--- src/rtl/mem_req_arbiter_pkg.sv ---
// Shared types for the instruction-fetch / LSU data-memory port arbiter.
// Requester IDs double as the response-routing tag stored in the ID FIFO.
package mem_arb_pkg;

  typedef enum logic {FREE = 1'b0, LOCK = 1'b1} arb_st_e;

  typedef logic req_id_t;

  localparam req_id_t ID_IFU = 1'b0;
  localparam req_id_t ID_LSU = 1'b1;

  localparam logic [3:0] BMSK_FULL = 4'hF;

  // Non-address part of a downstream request; address width is a top-level parameter.
  typedef struct packed {
    logic [3:0]  bmsk;
    logic        wren;
    logic [31:0] data;
  } mem_pld_t;

  localparam mem_pld_t PLD_IFU = '{bmsk: BMSK_FULL, wren: 1'b0, data: 32'h0};

endpackage

--- src/rtl/mem_req_arbiter_id_fifo.sv ---
// In-order owner-ID FIFO; a push into a full FIFO is taken when the head
// leaves in the same cycle.
module arb_id_fifo
  import mem_arb_pkg::*;
#(
  parameter int DEPTH = 2
) (
  input  logic    i_clk,
  input  logic    i_rstn,
  input  logic    i_push,
  input  req_id_t i_din,
  input  logic    i_pop,
  output logic    o_full,
  output logic    o_empty,
  output req_id_t o_head
);

  localparam int CW = $clog2(DEPTH + 1);
  localparam int PW = (DEPTH > 1) ? $clog2(DEPTH) : 1;

  req_id_t       mem [DEPTH];
  logic [PW-1:0] wr_ptr, rd_ptr;
  logic [CW-1:0] count;
  logic          do_push, do_pop;

  function automatic logic [PW-1:0] ptr_inc(input logic [PW-1:0] p);
    return (p == PW'(DEPTH - 1)) ? '0 : p + PW'(1);
  endfunction

  assign o_full  = (count == CW'(DEPTH));
  assign o_empty = (count == '0);
  assign o_head  = mem[rd_ptr];

  assign do_pop  = i_pop & ~o_empty;
  assign do_push = i_push & (~o_full | do_pop);

  always_ff @(posedge i_clk or negedge i_rstn) begin
    if (!i_rstn) begin
      wr_ptr <= '0;
      rd_ptr <= '0;
      count  <= '0;
      for (int i = 0; i < DEPTH; i++) mem[i] <= ID_IFU;
    end else begin
      if (do_push) begin
        mem[wr_ptr] <= i_din;
        wr_ptr      <= ptr_inc(wr_ptr);
      end
      if (do_pop) rd_ptr <= ptr_inc(rd_ptr);
      case ({do_push, do_pop})
        2'b10:   count <= count + CW'(1);
        2'b01:   count <= count - CW'(1);
        default: count <= count;
      endcase
    end
  end

endmodule

--- src/rtl/mem_req_arbiter.sv ---
// Round-robin, grant-locking arbiter sharing one data-memory port between
// instruction fetch (r0, read-only) and the LSU (r1); responses routed in order.
module mem_req_arbiter
  import mem_arb_pkg::*;
#(
  parameter int DEPTH = 2,
  parameter int AW    = 32
) (
  input  logic          i_clk,
  input  logic          i_rstn,
  // requester 0 (instruction fetch)
  input  logic          i_r0_valid,
  output logic          o_r0_ready,
  input  logic [AW-1:0] i_r0_addr,
  output logic          o_r0_rvalid,
  input  logic          i_r0_rready,
  output logic [31:0]   o_r0_rdata,
  // requester 1 (load/store unit)
  input  logic          i_r1_valid,
  output logic          o_r1_ready,
  input  logic [AW-1:0] i_r1_addr,
  input  logic [3:0]    i_r1_bmsk,
  input  logic          i_r1_wren,
  input  logic [31:0]   i_r1_wdata,
  output logic          o_r1_rvalid,
  input  logic          i_r1_rready,
  output logic [31:0]   o_r1_rdata,
  // downstream request
  output logic          o_m_valid,
  input  logic          i_m_ready,
  output logic [AW-1:0] o_m_addr,
  output logic [3:0]    o_m_bmsk,
  output logic          o_m_wren,
  output logic [31:0]   o_m_data,
  // downstream response
  input  logic          i_m_valid,
  output logic          o_m_ready,
  input  logic [31:0]   i_m_data,
  output logic          o_err
);

  arb_st_e  st_q, st_d;
  req_id_t  owner_q, owner_d;
  req_id_t  last_q, last_d;
  req_id_t  win_id;
  logic     win_vld;
  logic     accept, can_push;
  logic     fifo_full, fifo_empty, fifo_pop;
  req_id_t  fifo_head;
  logic     head_rready, rsp_live;
  mem_pld_t r1_pld, win_pld;

  assign r1_pld = '{bmsk: i_r1_bmsk, wren: i_r1_wren, data: i_r1_wdata};

  // Winner select; a locked owner is presented no matter what the other side does.
  always_comb begin
    win_vld = 1'b0;
    win_id  = ID_IFU;
    if (st_q == LOCK) begin
      win_id  = owner_q;
      win_vld = (owner_q == ID_LSU) ? i_r1_valid : i_r0_valid;
    end else if (i_r0_valid && i_r1_valid) begin
      win_vld = 1'b1;
      win_id  = ~last_q;
    end else if (i_r0_valid) begin
      win_vld = 1'b1;
      win_id  = ID_IFU;
    end else if (i_r1_valid) begin
      win_vld = 1'b1;
      win_id  = ID_LSU;
    end
    win_vld = win_vld & i_rstn;
  end

  // Response side: the FIFO head decides which requester sees the response.
  assign head_rready = (fifo_head == ID_LSU) ? i_r1_rready : i_r0_rready;
  assign o_m_ready   = head_rready & ~fifo_empty;
  assign fifo_pop    = i_m_valid & o_m_ready;
  assign rsp_live    = i_m_valid & ~fifo_empty;

  assign o_r0_rvalid = rsp_live & (fifo_head == ID_IFU);
  assign o_r1_rvalid = rsp_live & (fifo_head == ID_LSU);
  assign o_r0_rdata  = o_r0_rvalid ? i_m_data : 32'h0;
  assign o_r1_rdata  = o_r1_rvalid ? i_m_data : 32'h0;

  // Request side: a full FIFO only frees a slot if the head retires this cycle.
  assign can_push   = ~fifo_full | fifo_pop;
  assign o_m_valid  = win_vld & can_push;
  assign accept     = o_m_valid & i_m_ready;
  assign o_r0_ready = accept & (win_id == ID_IFU);
  assign o_r1_ready = accept & (win_id == ID_LSU);

  always_comb begin
    win_pld  = '0;
    o_m_addr = '0;
    if (win_vld) begin
      win_pld  = (win_id == ID_LSU) ? r1_pld : PLD_IFU;
      o_m_addr = (win_id == ID_LSU) ? i_r1_addr : i_r0_addr;
    end
  end

  assign o_m_bmsk = win_pld.bmsk;
  assign o_m_wren = win_pld.wren;
  assign o_m_data = win_pld.data;

  always_comb begin
    st_d    = st_q;
    owner_d = owner_q;
    last_d  = last_q;
    if (win_vld) begin
      if (accept) begin
        st_d   = FREE;
        last_d = win_id;
      end else begin
        st_d    = LOCK;
        owner_d = win_id;
      end
    end
  end

  always_ff @(posedge i_clk or negedge i_rstn) begin
    if (!i_rstn) begin
      st_q    <= FREE;
      owner_q <= ID_IFU;
      last_q  <= ID_LSU;
      o_err   <= 1'b0;
    end else begin
      st_q    <= st_d;
      owner_q <= owner_d;
      last_q  <= last_d;
      if (i_m_valid && fifo_empty) o_err <= 1'b1;
    end
  end

  arb_id_fifo #(.DEPTH(DEPTH)) u_id_fifo (
    .i_clk   (i_clk),
    .i_rstn  (i_rstn),
    .i_push  (accept),
    .i_din   (win_id),
    .i_pop   (fifo_pop),
    .o_full  (fifo_full),
    .o_empty (fifo_empty),
    .o_head  (fifo_head)
  );

endmodule

--- config.mk ---
export PLATFORM = sky130hd
export DESIGN_NAME = mem_req_arbiter
export DESIGN_NICKNAME = d
export VERILOG_FILES = /design/src/rtl/mem_req_arbiter_pkg.sv /design/src/rtl/mem_req_arbiter_id_fifo.sv /design/src/rtl/mem_req_arbiter.sv
export SDC_FILE = /design/constraint.sdc
export NUM_CORES = 1
export LEC_CHECK = 0
export CORE_AREA = 2 2 110 112
export CTS_CLUSTER_SIZE = 40
export DETAILED_ROUTE_END_ITERATION = 10
export DIE_AREA = 0 0 112 114
export SYNTH_ARGS = -nofsm -noshare
export SYNTH_HDL_FRONTEND = slang
export SYNTH_SLANG_ARGS = --single-unit
--- constraint.sdc ---
create_clock -name i_clk -period 2.85 [get_ports i_clk]
set_clock_uncertainty 0.05 [all_clocks]
set_input_delay 0.57 -clock i_clk [delete_from_list [all_inputs] [get_ports i_clk]]
set_output_delay 0.57 -clock i_clk [all_outputs]
set_load 0.01 [all_outputs]
==> results by group <==
Global route
  • Total track usage: 0.1309
  • Total grt overflow: 0
  • Initial antenna violation count: 0
  • Pin count of the biggest net entering global routing: 39
  • Number of global-route vias before repair: 2675
  • Global-route wire length before repair: ~14 mm

Cells and area
  • Area of the multi-input gates: between 1000 and 1500 sq um
  • Layout cells sized above 1: 0.08630
  • Finished Layout Cells: between 600 and 700
  • Final Net Count: roughly 680
  • Inserted Diodes: 0
  • Area Growth Syn to Fin: 196.1%
  • Seq. cell area: 251.5 sq um
  • Fillers: 1184

Timing
  • RSZ-0062 raised after global routing: no
  • Final worst slack: between 50 and 60 ps
  • Peak Freq: 0.3572 GHz
  • Hold Violations, Final: 0
  • Relative slew slack: 0.8022
  • Final setup viols: 0
  • Final period util: 0.9822
  • Fin crit period: approximately 2800 ps
  • Actual slew at the worst max-slew pin: between 200 and 300 ps
  • Final max-slew violation count: 0

Drt
  • Vias per cell: slightly above 4
  • TritonRoute pass-1 iters: 4
  • WL per Instance: between 10 and 15 microns
  • Total number of vias: roughly 2800
  • Initial drt markers: 62
  • WL final: 9.619 mm
  • Antenna viol nets, final: 0
  • DRC Markers: 0

Setup path
  • CP Launch Type: primary input
  • Slowest cell delay on critical path: 530 ps
  • Crit-path slowest cell: clkdlybuf4s50_1
  • Top cell by count, worst path: clkdlybuf4s50_1
  • Data arrival time of the critical path: 2180 ps
  • Worst setup path class: primary input to output port
  • Crit. End Element: output port
  • Maximum fanout along the worst path: 17
  • Worst-path cell chain: clkdlybuf4s50_1 -> o21ai_2 -> a21oi_4 -> buf_12 -> and3_1 -> clkdlybuf4s50_1
  • Worst endpoint required time: about 2200 ps

Clocking
  • Post-CTS Hold Buffers: 0
  • CTS Buf Count: 3
  • Clock Latency Late Sink: 230 ps
  • Clock Path Buffers: 2
  • CTS tree: yes
  • Clk sink count: 10
  • Clk slew on worst S/H paths: ~40 ps
  • CTS H-tree lvls: 1
  • Clock root buffer master: clkbuf_16

Pwr
  • Final Power: 0.003049 W
  • Leak: 3.281 nW
  • Pwr Density: a little under 600 nW/um^2
  • Peak VDD IR: around 0.00026 V

Die
  • Row Count: 40
  • Die Height: 114 microns
  • Die X: around 110 microns
  • Core ar.: approximately 12000 sq um
  • Die area: around 13000 sq um
  • Ports: approximately 280
  • Initial Utilization: 0.1517

Yosys
  • Synth Net Count: roughly 390
  • Unique masters post-synth: 31
  • Asr flop ratio synth: 1.000
  • Seq/Total Area, Yosys: 0.1415
  • Syn Area/Cell: between 7 and 8 sq um
  • Post-synth EDFFs: 0
  • Share of the synthesized area in the top cell type: 0.2289
  • Area contributors post-synth: and2_1 23%, mux2i_1 19%, dfrtp_1 13%
  • Commonest register cell after synthesis: dfrtp_1
  • Synthesis Warnings: 0
  • Mapped cell area: 1777 sq um
  • Dominant cell type by area after synthesis: and2_1
  • Mapped Cells: about 240
  • #FFs+latches synth: 10

Hold path
  • Hold crit path type: flop to flop

Place
  • HPWL Detailed: 7.826 mm
  • Place WS: -264.7 ps
  • GP Congestion: about 0.83
  • Dpl cells: 664
  • Input/output buffers: between 200 and 300

Run
  • Max_cap viols: 0

Run status
  • Outcome: finished, final reports clean
-- kinds of logic after synthesis --
kind of cell               share of synthesized area
adders and majority gates                   0.007041
DFF                                           0.1416
buffers and inverters                        0.05845
AOI/OAI and AO/OA                            0.07465
muxes                                         0.2380
xor gates and xnor gates                     0.02465
and+or+nand+nor                               0.4556
-- Yosys cell counts, types with 2 or more instances --
cell,number
and2_1,65
nor2_1,48
mux2i_1,34
and3_1,33
clkbuf_1,15
dfrtp_1,9
buf_2,5
xnor2_1,3
a21o_1,2
buf_4,2
inv_1,2
mux2_1,2
mux2_2,2
o2111ai_1,2
o211ai_1,2
o21ai_0,2
xor2_1,2
-- sequential cells by signal, indices dropped and copies added, names as in the netlist --
register and cells:
o_err 1, u_id_fifo.mem 2, owner_q 1, u_id_fifo.rd_ptr 1
st_q 1, u_id_fifo.wr_ptr 1, u_id_fifo.count 2, last_q 1
-- power by group --
group / internal, W / switching [W] / total, W / leakage, nW
sequential: 0.000213 / 0.0000707 / 0.000284 / 0.115
combinational: 0.00149 / 0.00103 / 0.00252 / 3.13
clock: 0.000187 / 0.0000616 / 0.000249 / 0.0382
-- final timing paths --
check	start	slack (ps)	depth (start not counted)	end
setup / recovery	i_rstn	50	6	o_m_data[8]
hold / removal	o_err$_DFFE_PN0P_	410	1	o_err$_DFFE_PN0P_
setup reg to reg	owner_q$_DFFE_PN0P_	800	9	u_id_fifo.count[1]$_DFFE_PN0P_
hold reg to reg	o_err$_DFFE_PN0P_	410	1	o_err$_DFFE_PN0P_
max in group asynchronous	i_rstn	1860	2	last_q$_DFFE_PN1P_
min in group asynchronous	i_rstn	670	2	u_id_fifo.rd_ptr$_DFFE_PN0P_
-- critical path: cells and delay by family --
kind / cells / cell delay (ps)
simple gates: 1 / 150
buf+inv: 3 / 1200
compound gates: 2 / 260
-- placed cells by master (no fill, tap or decap), drive strengths merged, types with 2 or more instances in the layout --
master / instances
and3: 33
clkbuf: 6
a21o: 2
and2: 65
dlymetal6s2s: 47
o2111ai: 2
buf: 23
o211ai: 3
mux2i: 35
inv: 2
o21ai: 2
bufbuf: 3
dlygate4sd2: 51
clkdlybuf4s50: 181
mux2: 5
dfrtp: 9
xnor2: 3
nor2: 48
a21oi: 2
xor2: 2
-- stage by stage --
| step | hold WS (ps) | utilization | cell area (sq um) | setup TNS [ps] |
|---|---|---|---|---|
| floorplan | 224.4 | - | 1777 | 0 |
| global placement | 403.3 | 0.4147 | 4857 | -16650 |
| detailed placement | 404.9 | 0.4147 | 4857 | -20260 |
| CTS | 414.0 | 0.4364 | 5111 | -56.06 |
| global route | 424.3 | 0.4493 | 5261 | 0 |
| finish | 411.6 | 0.4493 | 5261 | 0 |
-- routing by layer --
layer  wire [microns]  track usage  vias up
met1             3445       0.1346     1237
met5                0            0        -
met3              822      0.03666       10
met2             5239       0.2646      168
met4              112      0.02358        0
li1                 -            -     1398
-- layout make-up --
type | count | share of cell area
multi-input cells | 210 | 0.2785
repair buffers | 307 | 0.6224
well taps | 147 | 0.03496
clock buffers | 4 | 0.01498
flip-flops and latches | 10 | 0.04780
inverters | 2 | 0.001427
-- repair_timing --
item,CTS,global route
gates resized for setup,62,50
setup buffers,5,1
cloned,5,1
pin swaps,1,0
endpoints found under the setup margin,136,52
Note: power is estimated with default switching activity, not from simulation.
